===== config.mk =====
export PLATFORM = sky130hd
export DESIGN_NAME = decode_pipe
export DESIGN_NICKNAME = d
export VERILOG_FILES = /design/src/rtl/decode_pkg.sv /design/src/rtl/decode_rf.sv /design/src/rtl/decode_pipe.sv
export SDC_FILE = /design/constraint.sdc
export NUM_CORES = 1
export LEC_CHECK = 0
export ABC_AREA = 0
export CAP_MARGIN = 25
export CORE_AREA = 2 2 230 232
export DETAILED_ROUTE_END_ITERATION = 12
export DIE_AREA = 0 0 232 234
export PLACE_DENSITY = 0.65
export SYNTH_ARGS = -nofsm -noshare
export SYNTH_HDL_FRONTEND = slang
export SYNTH_SLANG_ARGS = --single-unit
export TNS_END_PERCENT = 20

===== constraint.sdc =====
create_clock -name clk -period 2 [get_ports clk]
set_input_delay 0.2 -clock clk [delete_from_list [all_inputs] [get_ports clk]]
set_output_delay 0.2 -clock clk [all_outputs]
set_load 0.05 [all_outputs]

===== src/rtl/decode_pkg.sv =====
// Shared opcode/ALU constants, decoded-control struct and instruction decoder
// for the decode_pipe stage.
package decode_pkg;

  localparam int REG_AW    = 3;
  localparam int NREGS_ISA = 8;

  localparam logic [3:0] OP_HALT  = 4'b0000;
  localparam logic [3:0] OP_BR    = 4'b0010;
  localparam logic [3:0] OP_JMP   = 4'b0100;
  localparam logic [3:0] OP_ST    = 4'b0111;
  localparam logic [3:0] OP_LD    = 4'b1000;
  localparam logic [3:0] OP_ALUR0 = 4'b1010;
  localparam logic [3:0] OP_ALUR1 = 4'b1011;
  localparam logic [3:0] OP_ALUI0 = 4'b1100;
  localparam logic [3:0] OP_ALUI1 = 4'b1101;
  localparam logic [3:0] OP_ALUI2 = 4'b1110;
  localparam logic [3:0] OP_ALUI3 = 4'b1111;

  localparam logic [3:0] ALU_I0      = 4'b0000;
  localparam logic [3:0] ALU_I1      = 4'b0001;
  localparam logic [3:0] ALU_I2      = 4'b0010;
  localparam logic [3:0] ALU_I3      = 4'b0011;
  localparam logic [3:0] ALU_R1_ZERO = 4'b1000;
  localparam logic [3:0] ALU_NOP     = 4'b1111;

  typedef enum logic {ST_RUN, ST_HALTED} pipe_state_t;

  typedef struct packed {
    logic              branch;
    logic              jump;
    logic              rq_imm;
    logic              rs_imm;
    logic              mem_write;
    logic              mem_read;
    logic              halt;
    logic              wen;
    logic [3:0]        alu_ctrl;
    logic [REG_AW-1:0] wreg;
    logic [REG_AW-1:0] rq;
    logic [REG_AW-1:0] rs;
  } decode_ctrl_t;

  localparam decode_ctrl_t CTRL_RESET = '{alu_ctrl: ALU_NOP, default: '0};

  function automatic decode_ctrl_t decode_inst(input logic [15:0] inst);
    decode_ctrl_t c;
    logic [3:0]   op;
    op          = inst[15:12];
    c           = '0;
    c.halt      = (op == OP_HALT);
    c.branch    = (op == OP_BR);
    c.jump      = (op == OP_JMP);
    c.mem_write = (op == OP_ST);
    c.mem_read  = (op == OP_LD);
    c.rq_imm    = c.mem_write | c.mem_read;
    c.rs_imm    = inst[15] & inst[14] & ~c.halt;
    c.wen       = inst[15];
    c.wreg      = inst[11:9];
    c.rq        = inst[14] ? inst[11:9] : inst[5:3];
    c.rs        = inst[8:6];
    case (op)
      OP_ALUI0: c.alu_ctrl = ALU_I0;
      OP_ALUI1: c.alu_ctrl = ALU_I1;
      OP_ALUI2: c.alu_ctrl = ALU_I2;
      OP_ALUI3: c.alu_ctrl = ALU_I3;
      OP_ALUR1: c.alu_ctrl = (inst[2:0] != 3'b000) ? {1'b0, inst[2:0]} : ALU_R1_ZERO;
      OP_ALUR0: c.alu_ctrl = {1'b1, inst[2:0]};
      default:  c.alu_ctrl = ALU_NOP;
    endcase
    return c;
  endfunction

endpackage


===== src/rtl/decode_rf.sv =====
// 8-entry register file: two combinational reads, one synchronous write.
// With DECODE_BYPASS_EN defined, a same-cycle write is forwarded to the reads.
module decode_rf
  import decode_pkg::*;
#(
  parameter int DATA_W = 32,
  parameter int NREGS  = 8
) (
  input  logic              clk,
  input  logic              rst,
  input  logic              i_wb_en,
  input  logic [REG_AW-1:0] i_wb_reg,
  input  logic [DATA_W-1:0] i_wb_data,
  input  logic [REG_AW-1:0] i_rd_a_addr,
  input  logic [REG_AW-1:0] i_rd_b_addr,
  output logic [DATA_W-1:0] o_rd_a_data,
  output logic [DATA_W-1:0] o_rd_b_data
);

  logic [DATA_W-1:0] r_regs [NREGS];

  always_ff @(posedge clk or negedge rst) begin
    if (!rst) begin
      for (int i = 0; i < NREGS; i++) r_regs[i] <= '0;
    end else if (i_wb_en) begin
      r_regs[i_wb_reg] <= i_wb_data;
    end
  end

`ifdef DECODE_BYPASS_EN
  assign o_rd_a_data = (i_wb_en && i_wb_reg == i_rd_a_addr) ? i_wb_data : r_regs[i_rd_a_addr];
  assign o_rd_b_data = (i_wb_en && i_wb_reg == i_rd_b_addr) ? i_wb_data : r_regs[i_rd_b_addr];
`else
  assign o_rd_a_data = r_regs[i_rd_a_addr];
  assign o_rd_b_data = r_regs[i_rd_b_addr];
`endif

endmodule


===== src/rtl/decode_pipe.sv =====
// Registered decode stage: register file, field decode, load-use interlock,
// flush, sticky halt and ID/EX register. Optional macro: DECODE_BYPASS_EN.
module decode_pipe
  import decode_pkg::*;
#(
  parameter int DATA_W = 32,
  parameter int PC_W   = 16,
  parameter int NREGS  = 8
) (
  input  logic              clk,
  input  logic              rst,
  input  logic              in_valid,
  output logic              in_ready,
  input  logic [PC_W-1:0]   in_pc,
  input  logic [PC_W-1:0]   in_pc_plus1,
  input  logic [15:0]       in_inst,
  input  logic              flush,
  input  logic              wb_en,
  input  logic [2:0]        wb_reg,
  input  logic [DATA_W-1:0] wb_data,
  output logic              out_valid,
  input  logic              out_ready,
  output logic [PC_W-1:0]   out_pc,
  output logic [15:0]       out_inst,
  output logic              out_branch,
  output logic              out_jump,
  output logic              out_rq_imm,
  output logic              out_rs_imm,
  output logic              out_mem_write,
  output logic              out_mem_read,
  output logic              out_halt,
  output logic              out_wen,
  output logic [3:0]        out_alu_ctrl,
  output logic [DATA_W-1:0] out_reg1,
  output logic [DATA_W-1:0] out_reg2,
  output logic [2:0]        out_wreg,
  output logic [2:0]        out_rq,
  output logic [2:0]        out_rs,
  output logic              halted
);

  if (NREGS != NREGS_ISA) begin : g_bad_nregs
    $error("decode_pipe: NREGS must be 8 (3-bit register fields)");
  end

  decode_ctrl_t      w_dec;
  logic [DATA_W-1:0] w_rq_data;
  logic [DATA_W-1:0] w_rs_data;
  logic              w_hazard;
  logic              w_accept;

  pipe_state_t       r_state;
  logic              r_halted;
  logic              r_vld_p1;
  decode_ctrl_t      r_ctrl_p1;
  logic [PC_W-1:0]   r_pc_p1;
  logic [15:0]       r_inst_p1;
  logic [DATA_W-1:0] r_reg1_p1;
  logic [DATA_W-1:0] r_reg2_p1;

  assign w_dec = decode_inst(in_inst);

  decode_rf #(.DATA_W(DATA_W), .NREGS(NREGS)) u_rf (
    .clk         (clk),
    .rst         (rst),
    .i_wb_en     (wb_en),
    .i_wb_reg    (wb_reg),
    .i_wb_data   (wb_data),
    .i_rd_a_addr (w_dec.rq),
    .i_rd_b_addr (w_dec.rs),
    .o_rd_a_data (w_rq_data),
    .o_rd_b_data (w_rs_data)
  );

  // Both source fields are compared even when one is an immediate slot.
  assign w_hazard = r_vld_p1 & r_ctrl_p1.mem_read
                  & (in_inst[15:12] != OP_HALT) & (in_inst[15:12] != OP_JMP)
                  & ((r_ctrl_p1.wreg == w_dec.rq) | (r_ctrl_p1.wreg == w_dec.rs));

  assign in_ready = rst & ~r_halted & ~w_hazard & (~r_vld_p1 | out_ready);
  assign w_accept = in_valid & in_ready & ~flush;

  always_ff @(posedge clk or negedge rst) begin
    if (!rst) begin
      r_state  <= ST_RUN;
      r_halted <= 1'b0;
    end else begin
      case (r_state)
        ST_RUN: begin
          if (w_accept && w_dec.halt) begin
            r_state  <= ST_HALTED;
            r_halted <= 1'b1;
          end
        end
        ST_HALTED: begin
          r_state  <= ST_HALTED;
          r_halted <= 1'b1;
        end
        default: begin
          r_state  <= ST_RUN;
          r_halted <= 1'b0;
        end
      endcase
    end
  end

  // ID/EX boundary (p1)
  always_ff @(posedge clk or negedge rst) begin
    if (!rst) begin
      r_vld_p1  <= 1'b0;
      r_ctrl_p1 <= CTRL_RESET;
      r_pc_p1   <= '0;
      r_inst_p1 <= '0;
      r_reg1_p1 <= '0;
      r_reg2_p1 <= '0;
    end else begin
      if (flush)         r_vld_p1 <= 1'b0;
      else if (w_accept) r_vld_p1 <= 1'b1;
      else if (out_ready) r_vld_p1 <= 1'b0;

      if (w_accept) begin
        r_ctrl_p1 <= w_dec;
        r_pc_p1   <= w_dec.halt ? in_pc : in_pc_plus1;
        r_inst_p1 <= in_inst;
        r_reg1_p1 <= w_rq_data;
        r_reg2_p1 <= w_rs_data;
      end
    end
  end

  assign out_valid     = r_vld_p1;
  assign out_pc        = r_pc_p1;
  assign out_inst      = r_inst_p1;
  assign out_branch    = r_ctrl_p1.branch;
  assign out_jump      = r_ctrl_p1.jump;
  assign out_rq_imm    = r_ctrl_p1.rq_imm;
  assign out_rs_imm    = r_ctrl_p1.rs_imm;
  assign out_mem_write = r_ctrl_p1.mem_write;
  assign out_mem_read  = r_ctrl_p1.mem_read;
  assign out_halt      = r_ctrl_p1.halt;
  assign out_wen       = r_ctrl_p1.wen;
  assign out_alu_ctrl  = r_ctrl_p1.alu_ctrl;
  assign out_wreg      = r_ctrl_p1.wreg;
  assign out_rq        = r_ctrl_p1.rq;
  assign out_rs        = r_ctrl_p1.rs;
  assign out_reg1      = r_reg1_p1;
  assign out_reg2      = r_reg2_p1;
  assign halted        = r_halted;

endmodule

==> Word level (Yosys, flattened, before mapping) <==
Index checks and enable logic that the tools add are counted.
Widths: inputs -> output; s select.
{ "classes": {"n_addsub": 0, "mul": 0, "div_mod_pow": 0, "magnitude_cmp": 4, "n_eq_ne": 14, "n_shift": 0, "n_mux": 20, "bitwise": 23, "n_reduce_logical": 6} }
{ "ops": {"columns": ["cell", "n"], "rows": [
  ["$bwmux 256", 1],
  ["$bmux 32 s3", 2],
  ["$mux 32", 5],
  ["$demux 32 s3", 1],
  ["$eq 4x4->1 const B", 7],
  ["$pmux 4 s6", 1],
  ["$mux 16", 1],
  ["$ge 4x4->1 const B", 3],
  ["$not 3->4", 3],
  ["$and 1x1->1", 11],
  ["$eq 4x3->1 const B", 2],
  ["$eq 3x3->1", 2],
  ["$not 1->1", 6],
  ["$reduce_bool 3->1", 2],
  ["$mux 1", 5],
  ["$eq 4x2->1 const B", 1],
  ["$logic_not 4->1", 1],
  ["$lt 4x1->1 const B", 1],
  ["$mux 4", 1],
  ["$ne 4x3->1 const B", 1],
  ["$pmux 1 s2", 2],
  ["$reduce_bool 4->1", 1],
  ["$mux 3", 1],
  ["$or 1x1->1", 3],
  ["other kinds (2)", 3]
]} }
{ "word_totals": {"register_bits": 376, "latchBits": 0, "mem_bits_rw": 0, "mem_bits_ro": 0, "inputBits": 89, "output_inout_bits": 120, "word_cells": 94, "mem_count": 0} }

==> Logic depth before layout (Yosys ltp) <==
{ "depth": {"depth_word": 12, "mapped_depth": 9, "mapped_depth_nobuf": 5} }

==> Hierarchy <==
From an unflattened synthesis, not the netlist that was laid out.
{ "unflattened": {"hier_cells": 1081, "hier_area_um2": 18690.4} }
{ "by_module_without_submodules": {"columns": ["module", "instances", "cells_per_inst", "area_per_inst_um2", "seq_area_each_um2"], "rows": [
  ["decode_rf", 1, 779, 13713.2, 6406.1],
  ["decode_pipe", 1, 302, 4977.3, 2832.7]
]} }

==> Least setup slack after synthesis <==
Ideal clock, no wire load.
{ "synth_timing": {"path_kind": "input-to-reg", "startpoint": "input in_inst[14]", "endpoint": "register r_reg1_p1[2], in the netlist out_reg1[2]", "setup_ps": 127, "arrival_time_ps": 2095, "t_required_ps": 1873, "slack_ps": -222, "path_stages": 6, "n_path_buf": 2, "cell_sequence": "mux2i_1 -> buf_2 -> buf_2 -> mux4_2 -> mux2_2 -> mux2_1"} }
{ "synth_via": {"elab_chain_cells": 9, "word_cells_on_any_way": 17, "cone_classes": "eq/ne: 2; mux: 4; bitwise: 10; reduce/logical: 1"} }
{ "synth_lines": {"columns": ["element", "line_no", "rtl"], "rows": [
  ["from (decl)", "decode_pipe.sv:16", "input logic [15:0] in_inst,"],
  ["$mux 3 or $reduce_bool 4->1 (tied branches)", "decode_pkg.sv:60, decode_pipe.sv:77", null],
  ["$eq 3x3->1 or $and 1x1->1 (tied branches)", "decode_pipe.sv:78, decode_pipe.sv:77", null],
  ["$or 1x1->1 or $and 1x1->1 (tied branches)", "decode_pipe.sv:78, decode_pipe.sv:77", null],
  ["$and 1x1->1", "decode_pipe.sv:78", "& ((r_ctrl_p1.wreg == w_dec.rq) | (r_ctrl_p1.wreg == w_dec.rs));"],
  ["$not 1->1", "decode_pipe.sv:80", "assign in_ready = rst & ~r_halted & ~w_hazard & (~r_vld_p1 | out_ready);"],
  ["$and 1x1->1 (2 in series)", "decode_pipe.sv:80", null],
  ["$and 1x1->1 (2 in series)", "decode_pipe.sv:81", "assign w_accept = in_valid & in_ready & ~flush;"],
  ["to (signal assigned)", "decode_pipe.sv:125", "r_reg1_p1 <= w_rq_data;"],
  ["to (decl)", "decode_pipe.sv:58", "logic [DATA_W-1:0] r_reg1_p1;"]
]} }
Parallel ways exist; a longest one is shown, timed or not. The select of a mux whose other input is x is not followed.
A chain may end at the register's enable or synchronous reset.

==> Final worst setup path <==
{ "layout_timing": {"startpoint": "register r_ctrl_p1, in the netlist out_wreg[0]", "endpoint": "output in_ready"} }
{ "layout_via": {"elab_chain_cells": 6, "word_cells_on_any_way": 7, "cone_classes": "eq/ne: 2; bitwise: 5"} }
{ "layout_lines": {"columns": ["element", "line_no", "rtl"], "rows": [
  ["from (decl)", "decode_pipe.sv:55", "decode_ctrl_t r_ctrl_p1;"],
  ["from (signal assigned)", "decode_pipe.sv:122", "r_ctrl_p1 <= w_dec;"],
  ["$eq 3x3->1", "decode_pipe.sv:78", null],
  ["$or 1x1->1 (*)", "decode_pipe.sv:78", null],
  ["$and 1x1->1 (*)", "decode_pipe.sv:78", null],
  ["$not 1->1 (*)", "decode_pipe.sv:80", null],
  ["$and 1x1->1 (*) (2 in series)", "decode_pipe.sv:80", null],
  ["to (decl)", "decode_pipe.sv:13", "output logic in_ready,"]
]} }
Mark *: on every way between the ends. The rest lies on a longest branch, timed or not.

==> results_tabular.tex <==
\begin{tabular}{lr}
\hline
Metric & Value \\
\hline
\multicolumn{2}{l}{\textbf{Worst setup path}} \\
Maximum fanout count along the critical path & 3 \\
Crit path capture type & output port \\
Critical Setup Path Class & reg2out \\
Crit path launch type & flop \\
Critical Path Source & out\_wreg[0]\$\_DFFE\_PN0P\_ \\
Data arrival time at the worst-slack endpoint & 1.92 ns \\
Reg2Reg Launch Point & out\_inst[11]\$\_DFFE\_PN0P\_ \\
Req. time, crit path & 1.80 ns \\
\multicolumn{2}{l}{\textbf{Flow run}} \\
MaxCap Viol Count & 0 \\
\multicolumn{2}{l}{\textbf{STA}} \\
Headroom to the max-slew limit & 49.0\% \\
Unrepaired setup endpoints after global routing & yes \\
Total setup violations reported at the end of the flow & 1 \\
Count of final hold-check violations & 0 \\
Final hold slack & 0.0140 ns \\
Post-route clock skew & 0.0243 ns \\
Slew at the pin with the worst max-slew slack & 0.765 ns \\
Final worst-path cycle share & 106\% \\
Fmax achieved & 0.472 GHz \\
Final max-slew violation count & 0 \\
Final critical path time including I/O delays and setup & 2.12 ns \\
Setup WS post-layout & -0.118 ns \\
\multicolumn{2}{l}{\textbf{Routing}} \\
Drc violations & 0 \\
Via count of the routed design & 10900 \\
DRC marker count from the first detailed-route iteration & 561 \\
Routed wire length per instance & 23.3 um \\
Detailed-routing iteration count for the pre-antenna-repair pass & 4 \\
Residual antenna-violating net count after detailed routing & 0 \\
Drt total wl & 47.7 mm \\
Vias per cell & 5.33 \\
\multicolumn{2}{l}{\textbf{Synthesis}} \\
Flops \& latches, synth & 369 \\
Number of distinct standard cells referenced by the synthesized netlist & 38 \\
Total of warnings raised by yosys & 0 \\
Number of synthesized flops with an enable pin & 0 \\
Dominant register cell in the synthesized netlist & dfrtp\_1 \\
Avg Inst Size Synth & 16.6 um\^{}2 \\
Post-synthesis sequential area ratio & 51.4\% \\
Synthesized netlist net count & 1170 \\
Post-synthesis async set-or-reset flop share & 100\% \\
Gate count of the mapped netlist & 1081 \\
Syn Std Cell Area & 18000 um\^{}2 \\
\multicolumn{2}{l}{\textbf{CTS}} \\
Root Buffer & clkbuf\_16 \\
Buffers from clock root to sink, at most & 3 \\
Total CTS buffers & 42 \\
Depth of the CTS H-tree & 2 \\
Clock tree from TritonCTS & built \\
Clk Latency, worst-skew pair & 0.58 ns \\
Number of sinks handled by clock tree synthesis & 369 \\
Clock Pin Slew Worst Setup and Hold Paths & 0.06 ns \\
\multicolumn{2}{l}{\textbf{Floorplan}} \\
I/O pin count & 209 \\
Std-Cell Core Area & 52000 um\^{}2 \\
Die height & 234 um \\
Row cnt & 84 \\
Horizontal die dimension & 232 um \\
Total die area & 54300 um\^{}2 \\
Starting utilization of the core area & 34.5\% \\
\multicolumn{2}{l}{\textbf{Finish}} \\
Net total in the final layout & 1415 \\
Layout overhead on the synthesized area & 30.2\% \\
Core Util, Final & 45.0\% \\
Total of fill cells in the finished design & 4581 \\
Fraction of final layout cells sized beyond drive strength 1 & 52.0\% \\
Number of diodes & 0 \\
Post-route insts no fill & 2048 \\
\multicolumn{2}{l}{\textbf{Power and ir drop}} \\
Sequential power share & 36.3\% \\
Clock network power share & 27.3\% \\
Internal power consumption & 20.1 mW \\
Leak pwr & 9.90 nW \\
Switch share & 35.5\% \\
Power Total & 31.1 mW \\
Peak VDD IR & 0.562 mV \\
Switch Pwr & 11.0 mW \\
Logic gate share of total power & 36.5\% \\
Total power per unit cell area & 1330 nW/um\^{}2 \\
\multicolumn{2}{l}{\textbf{Place}} \\
Weighted congestion reported at the end of routability-driven placement & 0.779 \\
Worst setup timing slack at the placement stage & -0.752 ns \\
Port buffer count & 208 \\
Placed insts & 1953 \\
HPWL reported at the end of detailed placement & 28.9 mm \\
\multicolumn{2}{l}{\textbf{Global route}} \\
Number of global-route vias before repair & 11500 \\
Residual overflow from global routing & 0 \\
Global-route wire length before repair & 70.9 mm \\
Total routing usage reported by global routing & 17.2\% \\
Antenna violations before repair & 5 \\
Largest net degree at the start of global routing & 137 \\
\multicolumn{2}{l}{\textbf{Outcome}} \\
Violations in the final reports & negative setup slack \\
Outcome & finished, violations left \\
\multicolumn{2}{l}{\textbf{Worst hold path}} \\
Min-delay worst type & in2reg \\
Min-Delay Startpoint & in\_inst[9] \\
\hline
\end{tabular}
==> timing repair <==
item                                    in CTS  in global routing
hold buffers                                 1                  1
resized for setup                           39                 48
hold endpoints to repair                   247                  1
endpoints found under the setup margin     132                 65
buffers inserted                             2                  5
cloned                                       0                  8
==> through the flow <==
step,area [um^2],setup TNS (ns)
2_1_floorplan,18000,-0.0913
3_3_place_gp,21400,-73.44
3_5_place_dp,21400,-73.02
4_1_cts,23000,-0.129
5_1_grt,23400,-1.62
6_report,23400,-0.118
==> cell usage after synthesis, types with 2 or more instances <==
cell	number	area, um^2
inv_1	6	22.5
clkbuf_1	47	176
o21ai_0	3	15.0
nor3_1	2	10.0
mux2_4	10	150
nand3_1	2	10.0
buf_4	7	52.6
mux4_2	128	2880
nand2b_1	3	18.8
nor4b_1	2	17.5
nand2_1	5	18.8
dfstp_2	4	105
xnor2_1	6	52.6
mux2i_1	6	60.1
buf_6	8	90.1
buf_2	15	75.1
dfrtp_1	365	9130
mux2_2	379	4270
mux2_1	53	597
nor2_1	2	7.51
nor3b_1	2	15.0
buf_1	8	30.0
nand4b_1	3	26.3
==> final timing paths <==
| path | endpoint | slack [ns] | cells after the start |
|---|---|---|---|
| max | in_ready | -0.12 | 5 |
| min | out_wreg[0]$_DFFE_PN0P_ | 0.01 | 2 |
| max reg2reg | out_pc[4]$_DFFE_PN0P_ | 0.01 | 7 |
| min reg2reg | r_state$_DFF_PN0_ | 0.46 | 1 |
| max in group asynchronous | out_wreg[1]$_DFFE_PN0P_ | 0.55 | 4 |
| min in group asynchronous | out_pc[3]$_DFFE_PN0P_ | 0.33 | 3 |
==> critical path, stage by stage (launching register included) <==
cell,delay [ns]
dfrtp_2,0.43
xnor2_1,0.16
nand3_1,0.11
o2111a_1,0.27
and2b_2,0.23
buf_6,0.16
==> area by class of cell <==
cell class	count	area (um^2)	share of cell area, %
clock buffers	63	1300	5.56
clock inverters	15	256	1.10
repair buffers	286	3280	14.0
inverters	6	22.5	0.0963
multi-input cells	621	8420	36.0
well taps	688	861	3.68
flip-flops and latches	369	9250	39.5
==> layer usage <==
layer	GRT usage, %	vias up	part of all wire (%)
met2	27.9	304	48
met4	4.93	10	2.3
met5	0	-	0.12
met1	22.9	5885	44
li1	-	4643	-
met3	4.27	77	5.9
==> flip-flops by register name, indices dropped and copies added (netlist names), 2 cells and up <==
signal	cells
out_reg2	32
out_rs	2
out_pc	16
out_reg1	32
out_alu_ctrl	4
u_rf.r_regs	256
out_rq	3
out_wreg	2
out_inst	11
==> power by group through the flow <==
stage / sequential, mW / clock, mW / combinational (mW)
2_1_floorplan: 14.7 / 0 / 4.13
3_3_place_gp: 11.3 / 0 / 11.4
3_5_place_dp: 11.4 / 0 / 11.5
4_1_cts: 11.3 / 8.70 / 11.3
5_1_grt: 11.6 / 9.01 / 11.9
6_report: 11.3 / 8.47 / 11.3
==> cells in the final DEF, fill, tap and decap left out, drive strengths merged, types with 7 or more instances in the layout <==
master / instances
clkbuf: 70
buf: 77
dfrtp: 365
mux4: 128
inv: 7
dlymetal6s2s: 19
mux2: 442
clkdlybuf4s50: 143
mux2i: 7
dlygate4sd2: 38
==> cell families after synthesis <==
family | synth area share (%)
AOI/OAI and AO/OA | 0.369
and+or+nand+nor | 1.03
xor gates and xnor gates | 0.293
buffers and inverters | 2.49
DFF | 51.4
muxes | 44.4
(Power assumes the default switching activity.)
